File: src/rtl/sh4a_regfile_wb_arbiter_if.sv
// Writeback arbiter bundle: ALU/load write requests, scoreboard
// set, hazard queries and the register file write port.
interface sh4a_regfile_wb_arbiter_if;
  logic        alu_wr_valid;
  logic [4:0]  alu_wr_idx;
  logic [31:0] alu_wr_data;
  logic        alu_wr_ready;

  logic        mem_wr_valid;
  logic [4:0]  mem_wr_idx;
  logic [31:0] mem_wr_data;
  logic        mem_wr_ready;

  logic        sb_set;
  logic [4:0]  sb_set_idx;

  logic [4:0]  query0_idx;
  logic [4:0]  query1_idx;
  logic        hazard0;
  logic        hazard1;

  logic [4:0]  idx_write;
  logic [31:0] reg_write;
  logic        reg_write_enable;
  logic        err_bad_idx;

  modport master (
    output alu_wr_valid, alu_wr_idx, alu_wr_data,
    input  alu_wr_ready,
    output mem_wr_valid, mem_wr_idx, mem_wr_data,
    input  mem_wr_ready,
    output sb_set, sb_set_idx,
    output query0_idx, query1_idx,
    input  hazard0, hazard1,
    input  idx_write, reg_write, reg_write_enable,
    input  err_bad_idx
  );

  modport slave (
    input  alu_wr_valid, alu_wr_idx, alu_wr_data,
    output alu_wr_ready,
    input  mem_wr_valid, mem_wr_idx, mem_wr_data,
    output mem_wr_ready,
    input  sb_set, sb_set_idx,
    input  query0_idx, query1_idx,
    output hazard0, hazard1,
    output idx_write, reg_write, reg_write_enable,
    output err_bad_idx
  );
endinterface

File: src/rtl/sh4a_regfile_wb_arbiter.sv
// Shares the register file write port between ALU and load
// writeback; tracks outstanding loads for issue-stage hazards.
module sh4a_regfile_wb_arbiter #(
  parameter int NUM_REGS = 24,
  parameter int MAX_WAIT = 3
) (
  input logic clk,
  input logic reset,
  sh4a_regfile_wb_arbiter_if.slave wb
);

  localparam logic [5:0] NREG = 6'(NUM_REGS);
  localparam logic [2:0] WMAX = 3'(MAX_WAIT);

  typedef struct packed {
    logic [4:0]  idx;
    logic [31:0] data;
  } wr_t;

  logic [2:0]          wait_cnt;
  logic [2:0]          wait_nxt;
  logic [NUM_REGS-1:0] pending;
  logic [NUM_REGS-1:0] pending_nxt;
  logic                force_alu;
  logic                alu_hs;
  logic                mem_hs;
  logic                any_hs;
  wr_t                 win;
  logic                win_bad;
  logic                win_ok;
  logic [4:0]          idx_q;
  logic [31:0]         data_q;
  logic                we_q;
  logic                err_q;

  // Loads win by default; a starved ALU request wins once.
  assign force_alu = (wait_cnt == WMAX);
  assign wb.alu_wr_ready = !wb.mem_wr_valid || force_alu;
  assign wb.mem_wr_ready = !(wb.alu_wr_valid && force_alu);

  assign alu_hs = wb.alu_wr_valid && wb.alu_wr_ready;
  assign mem_hs = wb.mem_wr_valid && wb.mem_wr_ready;
  assign any_hs = alu_hs || mem_hs;

  always_comb begin
    win = '0;
    unique case (1'b1)
      alu_hs: begin
        win.idx  = wb.alu_wr_idx;
        win.data = wb.alu_wr_data;
      end
      mem_hs: begin
        win.idx  = wb.mem_wr_idx;
        win.data = wb.mem_wr_data;
      end
      default: ;
    endcase
  end

  assign win_bad = ({1'b0, win.idx} >= NREG);
  assign win_ok  = (win.idx != 5'd0) && !win_bad;

  always_comb begin
    wait_nxt = 3'd0;
    if (wb.alu_wr_valid && !alu_hs) begin
      if (wait_cnt == 3'd7)
        wait_nxt = wait_cnt;
      else
        wait_nxt = wait_cnt + 3'd1;
    end
  end

  // Set is applied after clear so it wins on a collision.
  always_comb begin
    pending_nxt = pending;
    for (int i = 0; i < NUM_REGS; i++) begin
      if (mem_hs && wb.mem_wr_idx == 5'(i))
        pending_nxt[i] = 1'b0;
      if (wb.sb_set && i != 0 && wb.sb_set_idx == 5'(i))
        pending_nxt[i] = 1'b1;
    end
  end

  function automatic logic haz(
    input logic [4:0]          q,
    input logic [NUM_REGS-1:0] pend,
    input logic                we,
    input logic [4:0]          widx
  );
    logic h;
    h = 1'b0;
    for (int i = 1; i < NUM_REGS; i++) begin
      if (q == 5'(i))
        h = pend[i] || (we && widx == q);
    end
    return h;
  endfunction

  assign wb.hazard0 = haz(wb.query0_idx, pending, we_q, idx_q);
  assign wb.hazard1 = haz(wb.query1_idx, pending, we_q, idx_q);

  always_ff @(posedge clk or posedge reset) begin
    if (reset) begin
      wait_cnt <= 3'd0;
      pending  <= '0;
      idx_q    <= 5'd0;
      data_q   <= 32'd0;
      we_q     <= 1'b0;
      err_q    <= 1'b0;
    end else begin
      wait_cnt <= wait_nxt;
      pending  <= pending_nxt;
      we_q     <= any_hs && win_ok;
      if (any_hs) begin
        idx_q  <= win.idx;
        data_q <= win.data;
      end
      if (any_hs && win_bad)
        err_q <= 1'b1;
    end
  end

  assign wb.idx_write        = idx_q;
  assign wb.reg_write        = data_q;
  assign wb.reg_write_enable = we_q;
  assign wb.err_bad_idx      = err_q;

endmodule

File: src/flat_wrapper.sv
// flat-port wrapper written by rule: the top's interface ports become plain ports
module sh4a_regfile_wb_arbiter_flat 
#(
  parameter int NUM_REGS = 24,
  parameter int MAX_WAIT = 3
)
  (clk, reset, wb_alu_wr_valid, wb_alu_wr_idx, wb_alu_wr_data, wb_alu_wr_ready, wb_mem_wr_valid, wb_mem_wr_idx, wb_mem_wr_data, wb_mem_wr_ready, wb_sb_set, wb_sb_set_idx, wb_query0_idx, wb_query1_idx, wb_hazard0, wb_hazard1, wb_idx_write, wb_reg_write, wb_reg_write_enable, wb_err_bad_idx);
  sh4a_regfile_wb_arbiter_if wb_i ();
  input logic clk;
  input logic reset;
  input wire logic [$bits(wb_i.alu_wr_valid)-1:0] wb_alu_wr_valid;
  input wire logic [$bits(wb_i.alu_wr_idx)-1:0] wb_alu_wr_idx;
  input wire logic [$bits(wb_i.alu_wr_data)-1:0] wb_alu_wr_data;
  output wire logic [$bits(wb_i.alu_wr_ready)-1:0] wb_alu_wr_ready;
  input wire logic [$bits(wb_i.mem_wr_valid)-1:0] wb_mem_wr_valid;
  input wire logic [$bits(wb_i.mem_wr_idx)-1:0] wb_mem_wr_idx;
  input wire logic [$bits(wb_i.mem_wr_data)-1:0] wb_mem_wr_data;
  output wire logic [$bits(wb_i.mem_wr_ready)-1:0] wb_mem_wr_ready;
  input wire logic [$bits(wb_i.sb_set)-1:0] wb_sb_set;
  input wire logic [$bits(wb_i.sb_set_idx)-1:0] wb_sb_set_idx;
  input wire logic [$bits(wb_i.query0_idx)-1:0] wb_query0_idx;
  input wire logic [$bits(wb_i.query1_idx)-1:0] wb_query1_idx;
  output wire logic [$bits(wb_i.hazard0)-1:0] wb_hazard0;
  output wire logic [$bits(wb_i.hazard1)-1:0] wb_hazard1;
  output wire logic [$bits(wb_i.idx_write)-1:0] wb_idx_write;
  output wire logic [$bits(wb_i.reg_write)-1:0] wb_reg_write;
  output wire logic [$bits(wb_i.reg_write_enable)-1:0] wb_reg_write_enable;
  output wire logic [$bits(wb_i.err_bad_idx)-1:0] wb_err_bad_idx;
  assign wb_i.alu_wr_valid = wb_alu_wr_valid;
  assign wb_i.alu_wr_idx = wb_alu_wr_idx;
  assign wb_i.alu_wr_data = wb_alu_wr_data;
  assign wb_alu_wr_ready = wb_i.alu_wr_ready;
  assign wb_i.mem_wr_valid = wb_mem_wr_valid;
  assign wb_i.mem_wr_idx = wb_mem_wr_idx;
  assign wb_i.mem_wr_data = wb_mem_wr_data;
  assign wb_mem_wr_ready = wb_i.mem_wr_ready;
  assign wb_i.sb_set = wb_sb_set;
  assign wb_i.sb_set_idx = wb_sb_set_idx;
  assign wb_i.query0_idx = wb_query0_idx;
  assign wb_i.query1_idx = wb_query1_idx;
  assign wb_hazard0 = wb_i.hazard0;
  assign wb_hazard1 = wb_i.hazard1;
  assign wb_idx_write = wb_i.idx_write;
  assign wb_reg_write = wb_i.reg_write;
  assign wb_reg_write_enable = wb_i.reg_write_enable;
  assign wb_err_bad_idx = wb_i.err_bad_idx;
  sh4a_regfile_wb_arbiter #(.NUM_REGS(NUM_REGS), .MAX_WAIT(MAX_WAIT)) u_core (.clk(clk), .reset(reset), .wb(wb_i));
endmodule
File: config.mk
export PLATFORM = sky130hd
export DESIGN_NAME = sh4a_regfile_wb_arbiter_flat
export DESIGN_NICKNAME = d
export VERILOG_FILES = /design/src/rtl/sh4a_regfile_wb_arbiter_if.sv /design/src/rtl/sh4a_regfile_wb_arbiter.sv /design/src/flat_wrapper.sv
export SDC_FILE = /design/constraint.sdc
export NUM_CORES = 1
export LEC_CHECK = 0
export CORE_MARGIN = 2
export CORE_UTILIZATION = 46
export CTS_CLUSTER_DIAMETER = 100
export CTS_CLUSTER_SIZE = 40
export DETAILED_ROUTE_END_ITERATION = 7
export GPL_ROUTABILITY_DRIVEN = 0
export PLACE_DENSITY_LB_ADDON = 0.2
export SLEW_MARGIN = 0
export SYNTH_ARGS = -nofsm -noshare
export SYNTH_HDL_FRONTEND = slang
export SYNTH_SLANG_ARGS = --single-unit
export TNS_END_PERCENT = 10
File: constraint.sdc
create_clock -name clk -period 3.6 [get_ports clk]
set_input_delay 1.08 -clock clk [delete_from_list [all_inputs] [get_ports clk]]
set_output_delay 1.08 -clock clk [all_outputs]
set_load 0.02 [all_outputs]
==> reports/metrics.csv <==
metric;value;unit
fin_nets;710;
slew_headroom;60.6;%
grt_overflow;0;
dieArea;9570;um^2
synth_cell_types;59;
worstSetupPathType;primary input to primary output;
period_needed;3.72;ns
r2r_end;u_core.wb.err_bad_idx$_DFFE_PP0P_;
viasPerCell;5.73;
cts_max_level;3;
ant_nets;0;
fp.dieH;97.8;um
cp_max_fo;3;
p_comb_share;32.4;%
peakVddDrop;0.226;mV
grt_usage;27.1;%
ys_warn_count;0;
cts_tree;yes;
dpl.hpwl;9210;um
min_from;u_core.wb.err_bad_idx$_DFFE_PP0P_;
rsz0062_at_grt;yes;
final_cell_area;6060;um^2
path_clk_slew;0.07;ns
grt_first_pass_wirelength;21200;um
arrival;2.64;ns
drt_pass1_iterations;4;
synth-seq-cells;65;
grt_pass1_vias;4376;
synthFlopType;dfrtp_1;
die_width;97.8;um
wl_per_cell;17.8;um
ios;137;
power_switching_share;33.0;%
holdPathStages;1;
fin_crit_sh;103;%
grt_max_degree;43;
layout_common_cells;clkdlybuf4s50_1 (123), nor2_1 (89), dfrtp_1 (65);
netlist_area;4050;um^2
routed_wl;12900;um
total_power;2.25;mW
power_switching;0.742;mW
synth_top_area_cell;dfrtp_1;
yosysSeqAreaShare;40.2;%
final_hold_viol_count;0;
internal-power;1.51;mW
drt-initial-drc-count;162;
initial_core_util;46.9;%
hold_path_class;register to register;
violations;negative setup slack;
drive_above_1_share;21.0;%
setup_slack;-0.118;ns
pwr-share-seq;42.3;%
synth_fp_nets;554;
slew_viol_final;0;
dpl_cell_area;5620;um^2
finClkSkew;0.00590;ns
cts_buffer_depth;2;
max_freq;269;MHz
r2r_cells;8;
synthTopCellsByArea;dfrtp_1 (40%), mux2_2 (10%), nor2_1 (8.3%);
drv_cap;0;
portBuffers;136;
syn_to_final_growth;49.6;%
drc;0;
synthArstFlopShare;100;%
total_leakage_power;2.45;nW
syn_inst;457;
crit_required;2.52;ns
rows;34;
cts-root-buf;clkbuf_8;
r2r_slack;1.38;ns
setup_violations;2;
worst_pin_slew;0.591;ns
final_common_cell;clkdlybuf4s50_1;
whs_endpoint;u_core.wb.err_bad_idx$_DFFE_PP0P_;
antenna_found_initial;0;
n_antenna_cell;0;
power_density;371;nW/um^2
fill_cells;666;
cts_made_buffers;9;
end_kind;primary output;
crit_path_start_kind;primary input;
r2r-start;u_core.wait_cnt[0]$_DFFE_PP0P_;
vias;4159;
pwr-share-clk;25.2;%
core-area;8640;um^2
synth-edff-count;0;
outcome;finished, violations left;
avgSynthCellArea;8.86;um^2
synth_top_area_share;40.2;%
insertion_delay;0.34;ns
clkSinkCount;65;
synthesized netlist by cell type (2+ instances only):
library cell and number:
a211oi_1 2, a21oi_1 10, a221oi_1 2, a31oi_1 4
buf_1 3, buf_2 7, buf_6 4, clkbuf_1 14
dfrtp_1 65, ha_1 3, inv_1 5, mux2_2 37
mux2i_1 8, nand2_1 22, nand2b_1 7, nand3_1 6
nand3b_1 7, nand4_1 2, nand4b_1 2, nor2_1 90
nor2b_1 8, nor3_1 5, nor3b_1 2, nor4_2 2
o211ai_1 3, o21ai_0 52, o21ai_1 3, o22ai_1 39
or2_2 2, or2b_1 3, or3_1 2, xnor2_1 4
xor2_1 6
cells by family (layout without fill, tap and decap cells):
kind of cell	after synthesis	in the layout	share of synthesized area [%]
AOI/OAI and AO/OA	128	128	18.8
xor gates and xnor gates	10	10	2.16
adders and majority gates	3	3	0.927
buffers and inverters	35	196	4.30
DFF	65	65	40.2
muxes	49	49	14.1
and+or+nand+nor	167	167	19.5
area by class of cell:
class                   instances  area, um^2  share of cell area (%)
clock buffers                  11         151                    2.50
clock inverters                 5        30.0                   0.496
inverters                       6        25.0                   0.413
multi-input cells             357        2410                    39.7
flip-flops and latches         65        1630                    26.9
well taps                     108         135                    2.23
repair buffers                174        1680                    27.8
worst max-delay path by stage:
| stage | depth (start not counted) | start | slack (ns) | end |
|---|---|---|---|---|
| 3_5_place_dp | 9 | wb_query0_idx[2] | -0.95 | wb_hazard0 |
| 5_1_grt | 9 | wb_query0_idx[3] | -0.17 | wb_hazard0 |
| 3_3_place_gp | 9 | wb_query0_idx[2] | -0.92 | wb_hazard0 |
| 2_1_floorplan | 6 | wb_query0_idx[1] | 0.11 | wb_hazard0 |
| 4_1_cts | 9 | wb_query0_idx[0] | -0.03 | wb_hazard0 |
| 6_report | 9 | wb_query0_idx[3] | -0.12 | wb_hazard0 |
stage by stage:
step	hold WS [ns]	worst slack, ns	TNS, ns	std cells	utilization (%)
6_report	0.496	-0.118	-0.165	726	70.1
5_1_grt	0.505	-0.166	-0.318	726	70.1
2_1_floorplan	0.480	0.107	0	457	-
3_5_place_dp	0.462	-0.950	-1.72	701	65.1
3_3_place_gp	0.450	-0.918	-1.66	701	65.1
4_1_cts	0.491	-0.0327	-0.0556	726	69.1
per-layer routing:
layer / global-route usage [%] / up-vias / share of wire [%]
li1: - / 1966 / -
met1: 32.4 / 1987 / 40
met2: 46.0 / 173 / 50
met3: 7.02 / 33 / 7.5
met4: 12.5 / 0 / 3.4
met5: 0 / - / 0
sequential cells by signal (all words and copies together) (netlist names):
register and count:
u_core.wb.idx_write 5, u_core.wait_cnt 3, u_core.wb.err_bad_idx 1, u_core.pending 23, u_core.wb.reg_write 32, u_core.wb.reg_write_enable 1
power groups by stage:
stage / sequential [mW] / clock [mW] / combinational (mW)
finish: 0.952 / 0.567 / 0.729
global route: 0.961 / 0.603 / 0.792
CTS: 0.945 / 0.578 / 0.703
detailed placement: 0.953 / 0 / 0.675
global placement: 0.950 / 0 / 0.658
floorplan: 0.968 / 0 / 0.318
critical path, stage by stage:
cell and delay, ns:
buf_8 0.10, buf_6 0.11, nor2b_4 0.14, mux2i_4 0.28, nor2_4 0.07, nor4_4 0.32, o311ai_1 0.15, a31o_1 0.25
buf_6 0.13
what timing repair did:
action / 4_1_cts / 5_1_grt
cloned: 1 / 0
hold buffers: 0 / 0
resized for setup: 66 / 28
setup endpoints to repair: 2 / 2
buffers inserted: 8 / 1
pin swaps: 14 / 11
Note: power is estimated with default switching activity, not from simulation.
